**config.mk**
```make
export PLATFORM = sky130hd
export DESIGN_NAME = pc_next_unit_flat
export DESIGN_NICKNAME = d
export VERILOG_FILES = /design/src/rtl/pc_next_unit_if.sv /design/src/rtl/pc_next_unit.sv /design/src/flat_wrapper.sv
export SDC_FILE = /design/constraint.sdc
export NUM_CORES = 1
export LEC_CHECK = 0
export CAP_MARGIN = 15
export CORE_ASPECT_RATIO = 1.25
export CORE_MARGIN = 1.5
export CORE_UTILIZATION = 36
export CTS_BUF_LIST = sky130_fd_sc_hd__clkbuf_8 sky130_fd_sc_hd__clkbuf_16
export DETAILED_ROUTE_END_ITERATION = 16
export GPL_TIMING_DRIVEN = 1
export RECOVER_POWER = 25
export SLEW_MARGIN = 0
export SYNTH_ARGS = -nofsm -noshare
export SYNTH_HDL_FRONTEND = slang
export SYNTH_SLANG_ARGS = --single-unit
export TNS_END_PERCENT = 30
```
**constraint.sdc**
```tcl
create_clock -name clock -period 8.9 [get_ports clock]
set_input_delay 1.335 -clock clock [delete_from_list [all_inputs] [get_ports clock]]
set_output_delay 1.335 -clock clock [all_outputs]
set_load 0.02 [all_outputs]
```
**src/rtl/pc_next_unit_if.sv**
```systemverilog
// Bundle of PC-side, request and result signals for pc_next_unit.
// The unit connects through the slave modport; whoever drives the PC side uses master.
interface pc_next_unit_if #(
  parameter int WIDTH  = 32,
  parameter int PERIOD = 10
);
  localparam int PW = (PERIOD > 1) ? $clog2(PERIOD) : 1;

  logic [WIDTH-1:0] pc_in;
  logic             stall;
  logic             br_req;
  logic [WIDTH-1:0] br_offset;
  logic             jmp_req;
  logic [WIDTH-1:0] jmp_target;
  logic [WIDTH-1:0] next_addr;
  logic             next_valid;
  logic [PW-1:0]    phase;
  logic             misalign;

  modport master (
    output pc_in, stall, br_req, br_offset, jmp_req, jmp_target,
    input  next_addr, next_valid, phase, misalign
  );

  modport slave (
    input  pc_in, stall, br_req, br_offset, jmp_req, jmp_target,
    output next_addr, next_valid, phase, misalign
  );
endinterface

```
**src/rtl/pc_next_unit.sv**
```systemverilog
// Next-address generator: once per PERIOD-cycle slot loads PC+STEP, PC+branch offset or a jump target.
// Optional alignment trap enabled by defining PC_NEXT_TRAP_EN.
module pc_next_unit #(
  parameter int               WIDTH      = 32,
  parameter logic [WIDTH-1:0] STEP       = 1,
  parameter int               PERIOD     = 10,
  parameter logic [WIDTH-1:0] RESET_ADDR = 1,
  parameter int               ALIGN      = 0
) (
  input logic          clock,
  input logic          reset,
  pc_next_unit_if.slave bus
);
  localparam int PW = (PERIOD > 1) ? $clog2(PERIOD) : 1;
  localparam logic [PW-1:0] UPD  = PW'(1 % PERIOD);
  localparam logic [PW-1:0] LAST = PW'(PERIOD - 1);
  localparam logic [WIDTH-1:0] ALIGN_MASK = (WIDTH'(1) << ALIGN) - WIDTH'(1);

`ifdef PC_NEXT_TRAP_EN
  localparam bit TRAP_EN = 1'b1;
`else
  localparam bit TRAP_EN = 1'b0;
`endif

  logic [PW-1:0]    phase_q, phase_d;
  logic [WIDTH-1:0] nextAddr_q, nextAddr_d;
  logic             nextValid_q;
  logic             misalign_q;
  logic             pendBrValid_q, pendJmpValid_q;
  logic [WIDTH-1:0] pendBr_q, pendJmp_q;
  logic             update;
  logic             trapHit;
  logic [WIDTH-1:0] selAddr;

  // Live requests take priority over latched ones; jumps beat branches.
  always_comb begin
    phase_d = phase_q;
    if (!bus.stall) begin
      phase_d = (phase_q == LAST) ? '0 : phase_q + PW'(1);
    end
    update = (phase_q == UPD) && !bus.stall;

    if (bus.jmp_req) begin
      selAddr = bus.jmp_target;
    end else if (pendJmpValid_q) begin
      selAddr = pendJmp_q;
    end else if (bus.br_req) begin
      selAddr = bus.pc_in + bus.br_offset;
    end else if (pendBrValid_q) begin
      selAddr = bus.pc_in + pendBr_q;
    end else begin
      selAddr = bus.pc_in + STEP;
    end

    trapHit    = TRAP_EN && ((selAddr & ALIGN_MASK) != '0);
    nextAddr_d = nextAddr_q;
    if (update) begin
      nextAddr_d = trapHit ? RESET_ADDR : selAddr;
    end
  end

  always_ff @(posedge clock or posedge reset) begin
    if (reset) begin
      phase_q        <= '0;
      nextAddr_q     <= RESET_ADDR;
      nextValid_q    <= 1'b0;
      misalign_q     <= 1'b0;
      pendBrValid_q  <= 1'b0;
      pendJmpValid_q <= 1'b0;
      pendBr_q       <= '0;
      pendJmp_q      <= '0;
    end else begin
      phase_q     <= phase_d;
      nextAddr_q  <= nextAddr_d;
      nextValid_q <= update;
      misalign_q  <= update && trapHit;
      // The update edge consumes everything, including a same-cycle request.
      if (update) begin
        pendBrValid_q  <= 1'b0;
        pendJmpValid_q <= 1'b0;
      end else begin
        if (bus.br_req) begin
          pendBrValid_q <= 1'b1;
          pendBr_q      <= bus.br_offset;
        end
        if (bus.jmp_req) begin
          pendJmpValid_q <= 1'b1;
          pendJmp_q      <= bus.jmp_target;
        end
      end
    end
  end

  assign bus.next_addr  = nextAddr_q;
  assign bus.next_valid = nextValid_q;
  assign bus.phase      = phase_q;
  assign bus.misalign   = misalign_q;
endmodule

```
**src/flat_wrapper.sv**
```systemverilog
// flat-port wrapper written by rule: the top's interface ports become plain ports
module pc_next_unit_flat 
#(
  parameter int               WIDTH      = 32,
  parameter logic [WIDTH-1:0] STEP       = 1,
  parameter int               PERIOD     = 10,
  parameter logic [WIDTH-1:0] RESET_ADDR = 1,
  parameter int               ALIGN      = 0
)
  (clock, reset, bus_pc_in, bus_stall, bus_br_req, bus_br_offset, bus_jmp_req, bus_jmp_target, bus_next_addr, bus_next_valid, bus_phase, bus_misalign);
  pc_next_unit_if #(.WIDTH(WIDTH), .PERIOD(PERIOD)) bus_i ();
  input logic clock;
  input logic reset;
  input wire logic [$bits(bus_i.pc_in)-1:0] bus_pc_in;
  input wire logic [$bits(bus_i.stall)-1:0] bus_stall;
  input wire logic [$bits(bus_i.br_req)-1:0] bus_br_req;
  input wire logic [$bits(bus_i.br_offset)-1:0] bus_br_offset;
  input wire logic [$bits(bus_i.jmp_req)-1:0] bus_jmp_req;
  input wire logic [$bits(bus_i.jmp_target)-1:0] bus_jmp_target;
  output wire logic [$bits(bus_i.next_addr)-1:0] bus_next_addr;
  output wire logic [$bits(bus_i.next_valid)-1:0] bus_next_valid;
  output wire logic [$bits(bus_i.phase)-1:0] bus_phase;
  output wire logic [$bits(bus_i.misalign)-1:0] bus_misalign;
  assign bus_i.pc_in = bus_pc_in;
  assign bus_i.stall = bus_stall;
  assign bus_i.br_req = bus_br_req;
  assign bus_i.br_offset = bus_br_offset;
  assign bus_i.jmp_req = bus_jmp_req;
  assign bus_i.jmp_target = bus_jmp_target;
  assign bus_next_addr = bus_i.next_addr;
  assign bus_next_valid = bus_i.next_valid;
  assign bus_phase = bus_i.phase;
  assign bus_misalign = bus_i.misalign;
  pc_next_unit #(.WIDTH(WIDTH), .STEP(STEP), .PERIOD(PERIOD), .RESET_ADDR(RESET_ADDR), .ALIGN(ALIGN)) u_core (.clock(clock), .reset(reset), .bus(bus_i));
endmodule
```
# Word level (Yosys, flattened, before mapping)
# Index checks and enable logic that the tools add are counted.
[totals]
ff_bits = 103
inputBits = 101
[classes]
n_addsub = 4
eq_ne = 2
muxes = 9
bitwise = 1
reduce_logical = 6
[ops]
columns = ["cell", "count"]
rows = [
  ["$mux 32", 4],
  ["$add 32x32->32", 2],
  ["$add 32x1->32 const B", 1],
  ["$add 4x1->4 const B", 1],
  ["$eq 4x1->1 const B", 1],
  ["$eq 4x4->1 const B", 1],
  ["$mux 1", 4],
  ["$mux 4", 1],
  ["$reduce_and 2->1", 2],
  ["$reduce_bool 2->1", 2],
  ["$logic_and 1x1->1", 1],
  ["$logic_not 1->1", 1],
  ["$not 1->1", 1],
]

# Logic depth before layout (Yosys ltp)
# Gate-level depths: netlist of the first run.
[depth]
depth_word = 5
mapped_depth = 17

# Worst setup path after synthesis of the first run
# OpenSTA, ideal clock, no wires.
[synth_path]
path_kind = "input to register"
startpoint = "input port bus_br_req"
endpoint = "register u_core.nextAddr_q[30] (netlist: u_core.bus.next_addr[30])"
arrival_time_ps = 4151
required_time_ps = 8796
slack_ps = 4645
path_stages = 16
path_buffers = 2
cell_sequence = "nor2b_1 -> clkbuf_1 -> clkbuf_1 -> a21oi_1 -> ha_1 -> inv_1 -> fa_1 -> nand2b_1 -> a21oi_2 -> o211a_1 -> o31a_1 -> a41o_1 -> a41o_1 -> o21ai_1 -> xor2_1 -> a221oi_1"
[synth_between]
elab_chain_cells = 3
[synth_lines]
columns = ["element", "line_no", "source"]
rows = [
  ["from (decl)", "flat_wrapper.sv:16", "input wire logic [$bits(bus_i.br_req)-1:0] bus_br_req;"],
  ["$mux 32", "pc_next_unit.sv:47", "end else if (bus.br_req) begin"],
  ["$mux 32", "pc_next_unit.sv:45", "end else if (pendJmpValid_q) begin"],
  ["$mux 32", "pc_next_unit.sv:43", "if (bus.jmp_req) begin"],
  ["to (signal assigned)", "pc_next_unit.sv:74", "nextAddr_q <= nextAddr_d;"],
  ["to (decl)", "pc_next_unit.sv:26", "logic [WIDTH-1:0] nextAddr_q, nextAddr_d;"],
]
# No other way between the ends.
# A chain may end at the register's enable or synchronous reset.

==> results by group, run 1 <==
Status
  • Status: complete, but fails checks
  • Failing checks: capacitance limit, slew limit

Worst setup path
  • Crit path cell chain: dlygate4sd3_1, clkinvlp_2, clkbuf_1
  • Worst endpoint data arrival time: 5460 ps
  • CP Launch Type: input pin
  • Largest stage delay on the critical path: 2510 ps
  • Worst Setup Path Type: input pin to async pin
  • Slowest-stage cell, CP: clkbuf_1
  • Crit. End Element: async pin
  • Critical path fanouts, max: 65
  • CP Data Required Time: 8580 ps

Pwr
  • Pwr Total: 2.09 mW
  • Leakage: 3.69 nW
  • Power Dens Cells: 254 nW/um2
  • Maximum VDD drop: 0.154 mV

Yosys
  • Post-Syn Instances: 681
  • Synth area leaders: dfrtp_1 40%, mux2_2 11%, ha_1 6.4%
  • Leading area contributor after synthesis: dfrtp_1
  • Flops & latches, synth: 103
  • Post-synthesis async set-or-reset flop share: 100%
  • Post-synth EDFFs: 0
  • Seq/Total Area, Yosys: 40.3%
  • Yosys warning total: 0
  • Syn nets: 816
  • Main synth FF type: dfrtp_1
  • Synth top area share: 39.9%
  • Mapped cell area: roughly 6400 um2
  • Yosys cell types: 58
  • Syn_area_per_cell: 9.41 um2

Clocking
  • Setup Fix Bufs, Post-CTS: 0
  • Cts hold-fix bufs: 0
  • Post-CTS Resized: 0
  • CTS buffer count: 9
  • Clk slew on worst S/H paths: 70 ps
  • Root Driver: clkbuf_16
  • Worst skew pair latency: 360 ps
  • # clock sinks: 103
  • CTS H-tree depth: 3
  • Maximum clock insertion buffer count: 2
  • TritonCTS clock tree: built

Finish
  • Multi-input gate area: about 3600 um2
  • # fillers: 1673
  • Nets: approximately 930
  • Layout cell share with drive strength beyond 1: a little under an eighth
  • Final instance area: 8230 um2
  • Area growth from synthesis to layout: 28.4%
  • Register Area: 2580 um2
  • Diodes inserted: 0

Drt
  • Via density: 5.21
  • Routed vias: around 5300
  • 1st-pass router iterations: 5
  • DRT iter0 DRCs: 388
  • Post-route DRC violation count: 0
  • Wire per inst: roughly 17 um
  • DRT Wirelength: 17.3 mm
  • Routed Antenna Nets: 0

GRT
  • GRT Total Usage: 19.2%
  • Global-route wire length before repair: about 28 mm
  • Initial antenna violation count: 0
  • Pin count of the biggest net entering global routing: between 60 and 70
  • Vias in the first global route: 5327
  • Total global routing overflow: 0

Timing
  • Crit path time final: 5780 ps
  • RSZ-0062 raised after global routing: no
  • Layout Skew: 8.08 ps
  • Fin. max-slew vios: roughly 110
  • Worst Tran Pin Value: 3470 ps
  • Tcrit/Tclk final: between 60 and 70%
  • Final hold violations: 0
  • # setup viols final: 0
  • Fmax: 173 MHz
  • Slew HR: -132%
  • Setup TNS: 0 ps

Floorplanning
  • Full die area: 18600 um2
  • Die Ht: 152 um
  • Starting Density: 36.7%
  • Die W: 122 um
  • Row cnt: 54
  • Core area: 17400 um2
  • IO Count: 139

Placement
  • Port bufs: 137
  • Placer Congestion: 0.833
  • Post-DP HPWL: 13.5 mm
  • Dpl cell area: approximately 8000 um2

Flow run
  • Max-Cap Viols: 2

Hold path
  • Worst Hold Class: register to register
[flip-flops by register name, indices dropped and copies added, names as in the netlist]
| name | count |
|---|---|
| u_core.bus.next_valid | 1 |
| u_core.bus.next_addr | 32 |
| u_core.pendBr_q | 32 |
| u_core.bus.phase | 4 |
| u_core.pendJmpValid_q | 1 |
| u_core.pendBrValid_q | 1 |
| u_core.pendJmp_q | 32 |
[placed cells by master, fill, tap and decap left out, drive strengths merged, types with 2 or more instances in the layout]
cell,Yosys,final
a21o,20,20
a21oi,57,57
a221oi,3,3
a22o,15,15
a31oi,4,4
a41o,2,2
and3,14,14
buf,11,6
clkbuf,28,12
clkdlybuf4s50,0,118
clkinv,0,2
dfrtp,102,102
dlygate4sd3,0,19
ha,33,33
inv,18,19
mux2,63,63
mux2i,7,7
nand2,94,94
nand2b,6,6
nand3,5,5
nand4,7,7
nor2,33,33
nor2b,4,4
nor3,3,3
nor3b,3,3
o211a,2,2
o211ai,16,16
o21ai,68,68
o21bai,4,4
o221ai,4,4
o31ai,4,4
or2,2,2
or3,2,2
xnor2,11,11
xor2,17,17
[Yosys cell counts (4+ instances only)]
library cell / instances
xor2_1: 17
inv_1: 18
a22o_1: 15
o211ai_1: 16
mux2i_1: 7
nor2_1: 33
nand2_1: 94
o221ai_1: 4
buf_1: 8
nand3_1: 5
o21bai_1: 4
nand4_1: 7
a21o_1: 19
ha_1: 33
xnor2_1: 11
nand2b_1: 6
mux2_2: 63
and3_1: 11
a31oi_1: 4
nor2b_1: 4
dfrtp_1: 102
a21oi_1: 56
o31ai_1: 4
clkbuf_1: 26
o21ai_0: 66
[metal layers]
metal  track usage [%]  share of wire, %  vias to the layer above
met2              31.1                48                      137
li1                  -                 -                     2669
met1              26.2                46                     2509
met4              6.76               2.1                        0
met3              2.66               3.6                       22
met5                 0                 0                        -
[critical path: cells and delay by family]
kind / cells / cell delay [ps]
buffers and inverters: 3 / 4060
[area by class of cell]
cell class / count / area share, %
Clock inverter: 5 / 0.684
Sequential cell: 103 / 31.3
Multi-Input combinational cell: 520 / 43.4
Tap cell: 224 / 3.41
Timing Repair Buffer: 144 / 17.3
Inverter: 18 / 0.837
Clock buffer: 11 / 3.07
[final timing paths]
| path | startpoint | end | slack, ps | depth (start not counted) |
|---|---|---|---|---|
| worst max-delay path | reset | u_core.pendJmp_q[12]$_DFFE_PP0P_ | 3120 | 3 |
| worst min-delay path | u_core.bus.next_addr[5]$_DFFE_PP0P_ | u_core.bus.next_addr[5]$_DFFE_PP0P_ | 470 | 2 |
| worst max register to register | u_core.pendBrValid_q$_DFFE_PP0P_ | u_core.bus.next_addr[30]$_DFFE_PP0P_ | 4480 | 14 |
| worst min register to register | u_core.bus.next_addr[5]$_DFFE_PP0P_ | u_core.bus.next_addr[5]$_DFFE_PP0P_ | 470 | 2 |
| max in group clock | bus_br_req | u_core.bus.next_addr[30]$_DFFE_PP0P_ | 3560 | 16 |
| min in group asynchronous | reset | u_core.bus.next_addr[25]$_DFFE_PP0P_ | 1860 | 2 |
[power breakdown]
| group | internal, mW | total [mW] | switching [mW] |
|---|---|---|---|
| Combinational | 0.443 | 0.958 | 0.514 |
| Clock | 0.234 | 0.413 | 0.179 |
| Sequential | 0.615 | 0.720 | 0.105 |
[logic make-up (layout without fill, tap and decap cells)]
group	after synthesis	count (layout)	synth area share (%)
xor gates and xnor gates	28	28	3.83
and+or+nand+nor	178	178	12.5
buffers and inverters	58	178	4.04
other	1	1	0.0585
DFF	103	103	40.3
adders and majority gates	34	34	6.76
muxes	70	70	12.2
AOI/OAI and AO/OA	209	209	20.4
[per-stage QoR]
step	cells	setup slack [ps]	hold slack, ps	utilization, %
2_1_floorplan	681	4650	451	-
3_3_place_gp	1009	3470	461	45.4
3_5_place_dp	1009	3260	470	45.4
4_1_cts	1025	3630	484	47.2
5_1_grt	1025	2200	491	47.2
6_report	1025	3120	473	47.2
No activity file was read; power rests on OpenSTA's default activity.
==> inputs of run 2 (changes only) <==
==> constraint.sdc (replaced) <==
create_clock -name clock -period 5.05 [get_ports clock]
set_input_delay 0.7575 -clock clock [delete_from_list [all_inputs] [get_ports clock]]
set_output_delay 0.7575 -clock clock [all_outputs]
set_load 0.02 [all_outputs]
==> run 2 against run 1 <==
The flow still finishes with violations (capacitance limit, slew limit). Clock skew about the same. Combinational power up 81%. Non-clock buffer count is 1 higher. Design area about the same. Highest routed layer unchanged.
==> results by group, run 2 (synthesis results as in run 1) <==
GRT
  • Initial antenna violation count: 0 (unchanged)
  • Pin count of the biggest net entering global routing: 58 (-12%)
  • Global-route wire length before repair: 27.8 mm (-0.91%)
  • Total global routing overflow: 0 (unchanged)
  • Vias in the first global route: 5234 (-1.7%)
  • GRT Total Usage: 19.1% (-0.11 points)

Floorplanning
  • Full die area: 18600 um2 (unchanged)
  • Row cnt: 54 (unchanged)
  • Starting Density: 36.7% (unchanged)
  • Die W: 122 um (unchanged)
  • IO Count: 139 (unchanged)
  • Die Ht: 152 um (unchanged)
  • Core area: 17400 um2 (unchanged)

Timing
  • Fmax: ~250 MHz
  • Setup TNS: 0 ps (unchanged)
  • Crit path time final: roughly 4000 ps
  • Worst Tran Pin Value: 2660 ps (-817 ps)
  • Tcrit/Tclk final: between 70% and 80%
  • # setup viols final: 0 (unchanged)
  • Slew HR: -78.1% (+53 points)
  • Fin. max-slew vios: 58 (-45%)
  • RSZ-0062 raised after global routing: no
  • Layout Skew: 7.78 ps (-0.301 ps)
  • Final hold violations: 0 (unchanged)

Drt
  • DRT Wirelength: 17.5 mm (+0.93%)
  • 1st-pass router iterations: 5 (unchanged)
  • Routed vias: 5444 (+2.0%)
  • Wire per inst: 17.1 um (+0.83%)
  • Routed Antenna Nets: 0 (unchanged)
  • Via density: 5.31 (+1.9%)
  • Post-route DRC violation count: 0 (unchanged)
  • DRT iter0 DRCs: 322 (-17%)

Status
  • Failing checks: capacitance limit, slew limit
  • Status: complete, but fails checks

Finish
  • Most frequent cells in the layout: 135 x clkdlybuf4s50_1, 102 x dfrtp_1, 93 x nand2_1
  • Most common cell after layout, fill and taps aside: clkdlybuf4s50_1
  • Diodes inserted: 0 (unchanged)
  • Area growth from synthesis to layout: 28.6% (about the same)
  • # fillers: 1663 (-0.60%)
  • Layout cell share with drive strength beyond 1: 12.2% (+0.23 points)
  • Final Instance Count excl. Fillers: 1026 (+0.098%)
  • Nets: 932 (+0.11%)
  • Final core occ: 47.2% (about the same)

Clocking
  • CTS H-tree depth: 3 (unchanged)
  • Maximum clock insertion buffer count: 2 (unchanged)
  • Setup Fix Bufs, Post-CTS: 0 (unchanged)
  • # clock sinks: 103 (unchanged)
  • Post-CTS Resized: 0 (unchanged)
  • Clk slew on worst S/H paths: 80 ps (about the same)
  • Root Driver: clkbuf_16
  • CTS buffer count: 9 (unchanged)
  • Worst skew pair latency: 360 ps (about the same)
  • TritonCTS clock tree: built
  • Cts hold-fix bufs: 0 (unchanged)

Worst setup path
  • CP Data Required Time: 5280 ps (-3300 ps)
  • Worst endpoint data arrival time: 4230 ps (-1230 ps)
  • R2r setup slk: 1350 ps (-3130 ps)
  • Largest stage delay on the critical path: 480 ps (-2030 ps)
  • Crit. End Element: register
  • Launching point of the worst reg2reg path: u_core.pendBrValid_q$_DFFE_PP0P_
  • CP Launch Type: input pin
  • Worst Setup Path Type: input pin to register
  • Worst Path Buf+Inv: 3 (unchanged)
  • Slowest-stage cell, CP: clkdlybuf4s50_1
  • Critical path fanouts, max: 49 (-25%)
  • FF-to-FF End: u_core.bus.next_addr[20]$_DFFE_PP0P_
  • Crit path cell chain: clkdlybuf4s50_1, buf_4, nor2b_1, a21oi_1, ha_1, inv_1, fa_1, nand2b_1, a21oi_2, o211a_1, nor3b_1, o211ai_1, o2111a_1, xor2_1, a221oi_1, o21ai_1
  • Crit path max-delay family: compound AO/OA/AOI/OAI gates
  • R2R cell count: 15 (+1)

Placement
  • Port bufs: 137 (unchanged)
  • Placed insts: 1010 (+0.099%)
  • Post-DP HPWL: 13.3 mm (-1.7%)
  • Placer Congestion: 0.842 (+1.1%)

Flow run
  • Max-Cap Viols: 1 (-1)

Hold path
  • Worst Hold Class: register to register
  • Worst Hold Path EP: u_core.bus.next_addr[0]$_DFFE_PP1P_
  • Worst Hold Launch: u_core.bus.next_addr[0]$_DFFE_PP1P_
  • Hold path depth: 2 (unchanged)

Pwr
  • Power Dens Cells: 451 nW/um2 (+77%)
  • Maximum VDD drop: 0.216 mV (+41%)
  • Leakage: 3.67 nW (-0.54%)
run 2: changes by cell type in the layout (fill, tap and decap cells not counted):
cell             delta
clkdlybuf4s50_1    +17
clkbuf_8            -2
dlygate4sd3_1      -17
buf_4               +2
clkbuf_1            -1
inv_6               +1
inv_8               +1
clkinv_2            -1
clkinv_4            +1
run 2: worst max path at each step:
| stage | startpoint | end | depth (start not counted) |
|---|---|---|---|
| 5_1_grt | bus_br_req | u_core.bus.next_addr[20]$_DFFE_PP0P_ | 16 |
| 3_5_place_dp | bus_br_req | u_core.bus.next_addr[20]$_DFFE_PP0P_ | 16 |
| 2_1_floorplan | bus_br_req | u_core.bus.next_addr[30]$_DFFE_PP0P_ | 16 |
| 4_1_cts | bus_br_req | u_core.bus.next_addr[20]$_DFFE_PP0P_ | 16 |
| 3_3_place_gp | bus_br_req | u_core.bus.next_addr[30]$_DFFE_PP0P_ | 16 |
| 6_report | bus_br_req | u_core.bus.next_addr[20]$_DFFE_PP0P_ | 16 |
run 2: where the power goes:
group	switching, mW	internal (mW)
combinational	0.923	0.807
sequential	0.171	1.08
clock	0.336	0.392
total	1.43	2.28
run 2: cell type report:
type / count / area (um2) / share of cell area (%)
Tap cell: 224 / 280 / 3.40
Multi-Input combinational cell: 520 / 3570 / 43.4
Inverter: 18 / 68.8 / 0.836
Clock buffer: 9 / 225 / 2.74
Clock inverter: 7 / 80.1 / 0.972
Timing Repair Buffer: 145 / 1430 / 17.4
Sequential cell: 103 / 2580 / 31.3
run 2: layer usage:
layer,global-route usage [%],share of wire (%)
met1,26.5,46
met3,2.43,4.1
met5,0,0
met4,6.87,1.9
met2,30.5,48
run 2: stage by stage:
stage / power, mW / hold slack [ps] / worst slack, ps / area, um2
final: 3.71 / 478 / 1050 / 8230
after global routing: 3.97 / 501 / 784 / 8230
after CTS: 3.74 / 483 / 1060 / 8240
after detailed placement: 3.00 / 470 / 689 / 7930
after global placement: 2.98 / 460 / 809 / 7930
after floorplan: 2.37 / 451 / 1370 / 6400
run 2: worst register-to-register path, delay by kind of cell (launching register included):
kind	cells	cell delay, ps
xor gates and xnor gates	1	160
AOI/OAI and AO/OA	7	1180
DFF	1	690
and+or+nand+nor	3	810
buffers and inverters	2	300
adders and majority gates	2	430
==> inputs of run 3 (changes only) <==
==> constraint.sdc (replaced) <==
create_clock -name clock -period 3.8 [get_ports clock]
set_input_delay 0.57 -clock clock [delete_from_list [all_inputs] [get_ports clock]]
set_output_delay 0.57 -clock clock [all_outputs]
set_load 0.02 [all_outputs]
==> run 3 against run 2 <==
The flow still finishes with violations (capacitance limit, slew limit). Via count rose by 1.2%. Sequential power rose by 33%. Sequential cell count did not move. Highest routed layer unchanged.
==> results by group, run 3 (synthesis results as in run 1) <==
Floorplanning
  • Full die area: 18600 um2 (unchanged)
  • Core area: 17400 um2 (unchanged)
  • Starting Density: 36.7% (unchanged)
  • IO Count: 139 (unchanged)
  • Row cnt: 54 (unchanged)
  • Die W: 122 um (unchanged)
  • Die Ht: 152 um (unchanged)

Clocking
  • Cts hold-fix bufs: 0 (unchanged)
  • Clk slew on worst S/H paths: 80 ps (about the same)
  • CTS buffer count: 9 (unchanged)
  • TritonCTS clock tree: built
  • Setup Fix Bufs, Post-CTS: 0 (unchanged)
  • CTS H-tree depth: 3 (unchanged)
  • Root Driver: clkbuf_16
  • Maximum clock insertion buffer count: 2 (unchanged)
  • Worst skew pair latency: 350 ps (about the same)
  • # clock sinks: 103 (unchanged)

Drt
  • Post-route DRC violation count: 0 (unchanged)
  • Routed vias: 5512 (+1.2%)
  • DRT iter0 DRCs: 321 (-0.31%)
  • DRT Wirelength: 17.9 mm (+2.1%)
  • Via density: 5.16 (-2.8%)
  • Routed Antenna Nets: 0 (unchanged)
  • 1st-pass router iterations: 5 (unchanged)
  • Wire per inst: 16.7 um (-2.0%)

Worst setup path
  • Worst Setup Path Type: input pin to register
  • Worst endpoint data arrival time: 3600 ps (-630 ps)
  • CP Launch Type: input pin
  • Crit. End Element: register
  • R2R cell count: 13 (-2)
  • Critical path fanouts, max: 25 (-49%)
  • CP Data Required Time: 4060 ps (-1220 ps)
  • Crit path cell chain: dlymetal6s2s_1, buf_12, nor2b_1, a21oi_2, ha_1, inv_1, fa_1, nand2b_1, a21oi_2, o211a_1, o31a_1, a41o_1, a41o_1, o21ai_1, xor2_1, a221oi_1
  • Largest stage delay on the critical path: 390 ps (-90 ps)
  • Slowest-stage cell, CP: fa_1

Timing
  • Final hold violations: 0 (unchanged)
  • RSZ-0062 raised after global routing: no
  • Fmax: 299 MHz
  • Worst Tran Pin Value: 1740 ps (-916 ps)
  • Fin. max-slew vios: 41 (-29%)
  • Tcrit/Tclk final: 87.9%
  • Layout Skew: 7.82 ps (+0.0451 ps)
  • Slew HR: -16.7% (+61 points)
  • Setup TNS: 0 ps (unchanged)
  • Crit path time final: 3340 ps
  • WHS: 480 ps (+1.13 ps)
  • # setup viols final: 0 (unchanged)

Pwr
  • Power Dens Cells: 586 nW/um2 (+30%)
  • Internal power: 3.09 mW (+35%)
  • Leakage: 3.89 nW (+6.2%)
  • Clk pwr share: 18.0% (-1.6 points)
  • Combinational power share: 49.0% (+2.4 points)
  • Maximum VDD drop: 0.313 mV (+45%)
  • Pwr Total: 5.03 mW (+35%)
  • Psw: 1.94 mW (+35%)
  • Seq pwr share: 33.0% (-0.8 points)
  • Switching Fraction: 38.6% (about the same)

Hold path
  • Worst Hold Class: register to register
  • Hold path depth: 2 (unchanged)

GRT
  • GRT Total Usage: 19.4% (+0.24 points)
  • Pin count of the biggest net entering global routing: 87 (+50%)
  • Global-route wire length before repair: 28.4 mm (+2.5%)
  • Initial antenna violation count: 0 (unchanged)
  • Vias in the first global route: 5588 (+6.8%)
  • Total global routing overflow: 0 (unchanged)

Finish
  • # fillers: 1647 (-0.96%)
  • Diodes inserted: 0 (unchanged)
  • Area growth from synthesis to layout: 33.9%
  • Multi-input gate area: 3580 um2 (+0.32%)
  • Final Instance Count excl. Fillers: 1069 (+4.2%)
  • Most frequent cells in the layout: 134 x clkdlybuf4s50_1, 102 x dfrtp_1, 93 x nand2_1
  • Layout cell share with drive strength beyond 1: 17.0% (+4.8 points)
  • Most common cell after layout, fill and taps aside: clkdlybuf4s50_1
  • Nets: 975 (+4.6%)
  • Register Area: 2580 um2 (unchanged)

Placement
  • Post-DP HPWL: 13.9 mm (+4.5%)
  • Placer Congestion: 0.817 (-3.0%)
  • Port bufs: 137 (unchanged)
  • Placed insts: 1051 (+4.1%)

Flow run
  • Max-Cap Viols: 1 (unchanged)

Status
  • Status: complete, but fails checks
  • Failing checks: capacitance limit, slew limit
-- run 3: final cells by class --
cell class	instances	share of cell area [%]
clock buffers	9	2.63
repair buffers	188	20.8
inverters	18	0.803
multi-input cells	520	41.8
well taps	224	3.27
flip-flops and latches	103	30.1
clock inverters	7	0.657
-- run 3: through the flow --
| step | instance area, um2 | utilization, % | setup WS, ps |
|---|---|---|---|
| after floorplan | 6400 | - | 310 |
| after global placement | 8240 | 47.3 | -375 |
| after detailed placement | 8240 | 47.3 | -515 |
| after CTS | 8520 | 48.9 | 15.9 |
| after global routing | 8570 | 49.2 | 247 |
| final | 8570 | 49.2 | 461 |
-- run 3: path summary, 6_finish.rpt --
path / endpoint / start / slack [ps]
max in group asynchronous: u_core.pendJmp_q[11]$_DFFE_PP0P_ / reset / 790
hold / removal: u_core.bus.next_addr[0]$_DFFE_PP1P_ / u_core.bus.next_addr[0]$_DFFE_PP1P_ / 480
min in group asynchronous: u_core.bus.next_addr[27]$_DFFE_PP0P_ / reset / 1080
setup reg to reg: u_core.bus.next_addr[30]$_DFFE_PP0P_ / u_core.pendBrValid_q$_DFFE_PP0P_ / 620
hold reg to reg: u_core.bus.next_addr[0]$_DFFE_PP1P_ / u_core.bus.next_addr[0]$_DFFE_PP1P_ / 480
setup / recovery: u_core.bus.next_addr[30]$_DFFE_PP0P_ / bus_br_req / 460
-- run 3: power groups by stage --
stage	logic [mW]	clock network, mW	registers (mW)
2_1_floorplan	1.32	0	1.83
3_3_place_gp	2.44	0	1.66
3_5_place_dp	2.47	0	1.68
4_1_cts	2.48	0.929	1.66
5_1_grt	2.72	0.956	1.70
6_report	2.47	0.904	1.66
-- run 3: routing by layer --
layer | vias to the layer above | share of wire (%) | track usage (%)
li1 | 2763 | - | -
met1 | 2606 | 45 | 26.0
met2 | 127 | 50 | 32.5
met3 | 16 | 3.4 | 2.06
met4 | 0 | 1.7 | 6.04
met5 | - | 0 | 0
-- run 3: worst max-delay path: cells and delay by family --
| family | cells | cell delay [ps] |
|---|---|---|
| AND/OR/NAND/NOR | 2 | 330 |
| AO/OA/AOI/OAI | 8 | 1470 |
| buffers and inverters | 3 | 490 |
| adder cells (fa/ha/maj) | 2 | 580 |
| XOR/XNOR | 1 | 150 |
-- run 3: timing repair --
item | CTS | global route
setup endpoints to repair | 4 | 7
gates cloned | 0 | 1
resized for setup | 1 | 7
